<file path="src/rtl/spawn_out_writer.sv">
// Spawn descriptor writer into the spawnout ring plus completion reader from the spawnin ring.
// The two FSMs share nothing but clock and reset and may access their rings in the same cycle.
module spawn_out_writer #(
  parameter int unsigned SPAWNOUT_SIZE = 1024,
  parameter int unsigned SPAWNIN_SIZE  = 1024
) (
  input  logic        clk,
  input  logic        rst,
  input  logic        in_valid,
  output logic        in_ready,
  input  logic [63:0] in_data,
  input  logic        in_last,
  output logic        cmpl_valid,
  input  logic        cmpl_ready,
  output logic [63:0] cmpl_tid,
  output logic [63:0] cmpl_ptid,
  output logic        proto_err,
  output logic [31:0] spawnout_addr,
  output logic        spawnout_en,
  output logic [7:0]  spawnout_wr,
  output logic [63:0] spawnout_din,
  input  logic [63:0] spawnout_dout,
  output logic [31:0] spawnin_addr,
  output logic        spawnin_en,
  output logic [7:0]  spawnin_wr,
  output logic [63:0] spawnin_din,
  input  logic [63:0] spawnin_dout
);
  localparam int unsigned OW = $clog2(SPAWNOUT_SIZE);
  localparam int unsigned IW = $clog2(SPAWNIN_SIZE);

  typedef enum logic [1:0] {W_IDLE, W_CHECK, W_BODY, W_HEADER} wstate_e;
  typedef enum logic [2:0] {R_POLL, R_TID, R_PTID, R_CLEAR, R_OUT} rstate_e;

  wstate_e       wstate_q, wstate_d;
  logic [63:0]   hdr_q, hdr_d;
  logic [6:0]    nslots_q, nslots_d;
  logic [6:0]    k_q, k_d;
  logic [OW-1:0] wr_idx_q, wr_idx_d;
  logic          chk_pend_q, chk_pend_d;
  logic          perr_q, perr_d;
  logic [OW-1:0] so_idx;
  logic          in_ready_c;
  logic [7:0]    so_wr_c;
  logic          last_beat;

  rstate_e       rstate_q, rstate_d;
  logic [IW-1:0] rd_idx_q, rd_idx_d;
  logic [63:0]   tid_q, tid_d, ptid_q, ptid_d;
  logic          poll_vld_q, poll_vld_d;
  logic [IW-1:0] si_idx;
  logic [7:0]    si_wr_c;
  logic          cmpl_valid_c;

  logic [7:0]    n_args, n_deps, n_cops;
  logic          hdr_bad;
  logic [6:0]    hdr_slots;
  logic          unused_bits;

  assign n_args    = in_data[55:48];
  assign n_deps    = in_data[47:40];
  assign n_cops    = in_data[39:32];
  assign hdr_bad   = (n_args == 8'd0) || (n_args > 8'd15) || (n_deps > 8'd15) || (n_cops > 8'd15);
  assign hdr_slots = 7'd4 + n_args[6:0] + n_deps[6:0] + {n_cops[5:0], 1'b0};
  assign last_beat = (k_q == nslots_q - 7'd2);
  assign unused_bits = ^{spawnout_dout[55:0], hdr_q[63:56]};

  // CHECK alternates issue/compare cycles because dout trails addr by one cycle.
  always_comb begin
    wstate_d     = wstate_q;
    hdr_d        = hdr_q;
    nslots_d     = nslots_q;
    k_d          = k_q;
    wr_idx_d     = wr_idx_q;
    chk_pend_d   = chk_pend_q;
    perr_d       = 1'b0;
    so_idx       = wr_idx_q;
    in_ready_c   = 1'b0;
    so_wr_c      = '0;
    spawnout_din = '0;
    unique case (wstate_q)
      W_IDLE: begin
        in_ready_c = 1'b1;
        if (in_valid) begin
          if (hdr_bad) begin
            perr_d = 1'b1;
          end else begin
            hdr_d      = in_data;
            nslots_d   = hdr_slots;
            k_d        = '0;
            chk_pend_d = 1'b0;
            wstate_d   = W_CHECK;
          end
        end
      end
      W_CHECK: begin
        so_idx     = wr_idx_q + OW'(k_q);
        chk_pend_d = 1'b1;
        if (chk_pend_q) begin
          chk_pend_d = 1'b0;
          if (spawnout_dout[63:56] == 8'h00) begin
            if (k_q + 7'd1 == nslots_q) begin
              k_d      = '0;
              wstate_d = W_BODY;
            end else begin
              k_d = k_q + 7'd1;
            end
          end
        end
      end
      W_BODY: begin
        in_ready_c = 1'b1;
        so_idx     = wr_idx_q + OW'(k_q + 7'd1);
        if (in_valid) begin
          so_wr_c      = 8'hFF;
          spawnout_din = in_data;
          if (in_last != last_beat) perr_d = 1'b1;
          if (last_beat) wstate_d = W_HEADER;
          else           k_d      = k_q + 7'd1;
        end
      end
      W_HEADER: begin
        so_idx       = wr_idx_q;
        so_wr_c      = 8'hFF;
        spawnout_din = {8'h80, hdr_q[55:0]};
        wr_idx_d     = wr_idx_q + OW'(nslots_q);
        wstate_d     = W_IDLE;
      end
      default: wstate_d = W_IDLE;
    endcase
  end

  always_comb begin
    rstate_d     = rstate_q;
    rd_idx_d     = rd_idx_q;
    tid_d        = tid_q;
    ptid_d       = ptid_q;
    poll_vld_d   = 1'b0;
    si_idx       = rd_idx_q;
    si_wr_c      = '0;
    spawnin_din  = '0;
    cmpl_valid_c = 1'b0;
    unique case (rstate_q)
      R_POLL: begin
        poll_vld_d = 1'b1;
        if (poll_vld_q && spawnin_dout[63:56] == 8'h80) rstate_d = R_TID;
      end
      R_TID: begin
        si_idx   = rd_idx_q + IW'(1);
        rstate_d = R_PTID;
      end
      R_PTID: begin
        si_idx   = rd_idx_q + IW'(2);
        tid_d    = spawnin_dout;
        rstate_d = R_CLEAR;
      end
      R_CLEAR: begin
        si_wr_c  = 8'h80;
        ptid_d   = spawnin_dout;
        rstate_d = R_OUT;
      end
      R_OUT: begin
        cmpl_valid_c = 1'b1;
        if (cmpl_ready) begin
          rd_idx_d = rd_idx_q + IW'(3);
          rstate_d = R_POLL;
        end
      end
      default: rstate_d = R_POLL;
    endcase
  end

  always_ff @(posedge clk) begin
    if (rst) begin
      wstate_q   <= W_IDLE;
      hdr_q      <= '0;
      nslots_q   <= '0;
      k_q        <= '0;
      wr_idx_q   <= '0;
      chk_pend_q <= 1'b0;
      perr_q     <= 1'b0;
      rstate_q   <= R_POLL;
      rd_idx_q   <= '0;
      tid_q      <= '0;
      ptid_q     <= '0;
      poll_vld_q <= 1'b0;
    end else begin
      wstate_q   <= wstate_d;
      hdr_q      <= hdr_d;
      nslots_q   <= nslots_d;
      k_q        <= k_d;
      wr_idx_q   <= wr_idx_d;
      chk_pend_q <= chk_pend_d;
      perr_q     <= perr_d;
      rstate_q   <= rstate_d;
      rd_idx_q   <= rd_idx_d;
      tid_q      <= tid_d;
      ptid_q     <= ptid_d;
      poll_vld_q <= poll_vld_d;
    end
  end

  assign in_ready      = in_ready_c & ~rst;
  assign proto_err     = perr_q & ~rst;
  assign cmpl_valid    = cmpl_valid_c & ~rst;
  assign cmpl_tid      = tid_q;
  assign cmpl_ptid     = ptid_q;
  assign spawnout_addr = 32'({so_idx, 3'b000});
  assign spawnout_en   = 1'b1;
  assign spawnout_wr   = rst ? 8'h00 : so_wr_c;
  assign spawnin_addr  = 32'({si_idx, 3'b000});
  assign spawnin_en    = 1'b1;
  assign spawnin_wr    = rst ? 8'h00 : si_wr_c;
endmodule

</file>
<file path="config.mk">
export PLATFORM = sky130hd
export DESIGN_NAME = spawn_out_writer
export DESIGN_NICKNAME = d
export VERILOG_FILES = /design/src/rtl/spawn_out_writer.sv
export SDC_FILE = /design/constraint.sdc
export NUM_CORES = 1
export LEC_CHECK = 0
export BUFFER_PORTS_ARGS = -buffer_cell sky130_fd_sc_hd__buf_4
export CORE_AREA = 2 2 207 209
export CTS_CLUSTER_SIZE = 28
export DETAILED_ROUTE_END_ITERATION = 10
export DIE_AREA = 0 0 209 211
export HOLD_SLACK_MARGIN = 0.05
export PLACE_DENSITY = 0.51
export RECOVER_POWER = 100
export SETUP_SLACK_MARGIN = 0.02
export SKIP_LAST_GASP = 1
export SLEW_MARGIN = 20
export SYNTH_ARGS = -nofsm -noshare
export SYNTH_HDL_FRONTEND = slang
export SYNTH_SLANG_ARGS = --single-unit
</file>
<file path="constraint.sdc">
create_clock -name clk -period 8 [get_ports clk]
set_clock_uncertainty 0.1 [all_clocks]
set_input_delay 0.4 -clock clk [delete_from_list [all_inputs] [get_ports clk]]
set_output_delay 0.4 -clock clk [all_outputs]
set_load 0.05 [all_outputs]
</file>
==> results.json <==
{
  "syn_inst": 1485,
  "drv_cap": 6,
  "arrival_ps": 5140,
  "crit_type": "register to primary output",
  "path_cells": "ha_1 > clkbuf_1 > clkinv_1 > nand2_1 > clkbuf_1",
  "critPathMaxStageDelay_ps": 2300,
  "wl_per_cell_um": 15.4,
  "vias_per_cell": 4.52,
  "cts-root-buf": "clkbuf_16",
  "fp-row-count": 75,
  "clockBufferDepth": 3,
  "irDropWorstVdd_uv": 180,
  "antenna_found_initial": 0,
  "syn_area_um2": 11600,
  "hold_path_depth": 3,
  "crit_path_start_kind": "register",
  "critPathMostFrequentCell": "clkbuf_1",
  "ant_nets": 0,
  "fin_crit_ps": 5640,
  "clk_pin_slew_worst_paths_ps": 50,
  "cts.hold.buffers_added": 110,
  "hp-class": "input pin to register",
  "ff2ff_setup_slack_ps": 3300,
  "cts_htree_levels": 1,
  "diodes": 0,
  "relSlewSlack_pct": -197,
  "period_share_pct": 70.5,
  "power_density_nw_per_um2": 174,
  "grt_pass1_wl_mm": 58.8,
  "design.die.area_um2": 44100,
  "place_congestion": 0.835,
  "ys.flop_type": "dfxtp_1",
  "drt-total-wl_mm": 37.7,
  "cts_made_buffers": 27,
  "vias": 11100,
  "fmax_ghz": 0.177,
  "initial_core_util_pct": 27.8,
  "grt.overflow.total": 0,
  "drc_errors": 0,
  "first_global_vias": 10800,
  "crit_fanout": 67,
  "p_leak_nw": 5.91,
  "avgSynthCellArea_um2": 7.83,
  "area_growth_pct": 31.7,
  "failed_checks": "max-capacitance violations, max-slew violations",
  "clock-sinks": 226,
  "drv_slew": 356,
  "tns_ps": 0,
  "rsz0062_at_grt": "no",
  "drtIter0Drc": 535,
  "synth_seq_area_share_pct": 38.9,
  "io_pins": 538,
  "layout_setup_ws_ps": 2360,
  "dp_hpwl_mm": 26.0,
  "finalPower_w": 0.00266,
  "setup_viol": 0,
  "grt_max_degree": 96,
  "worst-path-stages": 5,
  "dieHeight_um": 211,
  "synth_edf_count": 0,
  "ff2ff_path_depth": 5,
  "path_buf_inv": 3,
  "cp-end-kind": "primary output",
  "cts_setup_buffers": 0,
  "crit_slowest_cell": "clkbuf_1",
  "cts_tree": "built",
  "hold_viol": 0,
  "yosys_warnings": 0,
  "path_delay_family": "buffers and inverters",
  "outcome": "finished with violations",
  "place_ws_ps": 4520,
  "num-fill-cells": 4552,
  "synth.distinct_cells": 69,
  "worst_pin_slew_ps": 4460,
  "synth-async-reset-ratio_pct": 0,
  "drive_gt1_share_pct": 10.8,
  "ys_seq_elements": 226,
  "ctsResizeCount": 0,
  "coreArea_um2": 41800,
  "fp.dieW_um": 209,
  "first_pass_iters": 5,
  "globalRouteTotalUtil_pct": 16.4,
  "required_ps": 7500,
  "nets": 2135,
  "port_buffers": 364,
  "insertion_delay_ps": 530
}
[cells by family after synthesis]
family | Yosys count | synth area share, %
xor gates and xnor gates | 44 | 3.32
adders and majority gates | 44 | 5.32
muxes | 11 | 0.980
other | 2 | 0.0646
buffers and inverters | 262 | 12.9
DFF | 226 | 38.9
AOI/OAI and AO/OA | 356 | 19.0
and+or+nand+nor | 540 | 19.5
[cells in the mapped netlist, drive strengths merged (3+ instances only)]
| master | number | share of area [%] |
|---|---|---|
| a211oi | 5 | 0.37 |
| or3 | 5 | 0.31 |
| ha | 35 | 3.8 |
| a21oi | 217 | 9.3 |
| nand2 | 387 | 12 |
| and3 | 24 | 1.3 |
| nand3 | 9 | 0.39 |
| dfxtp | 226 | 39 |
| o211ai | 5 | 0.32 |
| a21o | 10 | 0.65 |
| o21bai | 3 | 0.19 |
| a22o | 58 | 4.4 |
| nor2 | 66 | 2.2 |
| fa | 9 | 1.6 |
| xor2 | 13 | 0.98 |
| clkbuf | 87 | 2.9 |
| xnor2 | 31 | 2.3 |
| buf | 131 | 8.5 |
| inv | 42 | 1.4 |
| nand2b | 6 | 0.32 |
| o21ai | 27 | 1.2 |
| mux2 | 3 | 0.29 |
| nor3 | 4 | 0.17 |
| nor4 | 8 | 0.43 |
| nor2b | 8 | 0.43 |
| mux2i | 8 | 0.69 |
| nand4 | 6 | 0.32 |
| a31oi | 7 | 0.38 |
| nand3b | 3 | 0.19 |
| a22oi | 4 | 0.26 |
[cell type report]
cell class / count / area [µm²] / share of cell area, %
clock buffers: 36 / 769 / 5.03
multi-input cells: 1112 / 6040 / 39.4
clock inverters: 11 / 105 / 0.686
repair buffers: 484 / 3040 / 19.9
well taps: 539 / 674 / 4.40
inverters: 43 / 161 / 1.05
flip-flops and latches: 226 / 4520 / 29.5
[stage by stage]
stage / cells / hold slack, ps / utilization [%] / cell area [µm²]
after floorplan: 1600 / 332 / - / 12100
after global placement: 2294 / 338 / 34.1 / 14200
after detailed placement: 2294 / 344 / 34.1 / 14200
after CTS: 2451 / 68.0 / 38.8 / 16200
after global routing: 2451 / 84.5 / 36.7 / 15300
final: 2451 / 103 / 36.7 / 15300
[power breakdown]
part,switching (W),internal (W)
logic,0.000205,0.000105
clock network,0.000489,0.000732
registers,0.000000494,0.00113
total,0.000694,0.00196
[worst register-to-register path, stage by stage (launching register included)]
cell and delay, ps:
dfxtp_1 370, ha_1 180, clkbuf_1 2300, clkinv_1 950, or3_1 590, a21oi_1 140
[sequential cells by signal (all words and copies together) (netlist names)]
name        cells
rstate_q        3
poll_vld_q      1
k_q             7
nslots_q        7
hdr_q          56
cmpl_ptid      64
wstate_q        2
perr_q          1
chk_pend_q      1
wr_idx_q       10
cmpl_tid       64
rd_idx_q       10
[routing by layer]
layer,track usage (%),up-vias,share of wire (%)
met5,0,-,0
met4,4.70,0,1.9
met3,5.26,44,8.1
met2,28.9,383,48
met1,19.1,5117,42
li1,-,5540,-
[worst paths after layout]
check	startpoint	to
worst max register to register	wstate_q[1]	wr_idx_q[7]
worst max-delay path	wstate_q[1]	spawnout_din[63]
worst min-delay path	in_valid	perr_q
worst min register to register	hdr_q[41]	hdr_q[41]
[layout by cell type (no fill, tap or decap), drive strengths merged, types with 42 or more instances in the layout]
| master | Yosys | final |
|---|---|---|
| a21oi | 217 | 217 |
| conb | 2 | 117 |
| nor2 | 66 | 66 |
| clkbuf | 87 | 267 |
| dfxtp | 226 | 226 |
| buf | 131 | 143 |
| inv | 42 | 42 |
| dlygate4sd3 | 1 | 110 |
| a22o | 58 | 58 |
| nand2 | 387 | 387 |
No activity file was read; power rests on OpenSTA's default activity.
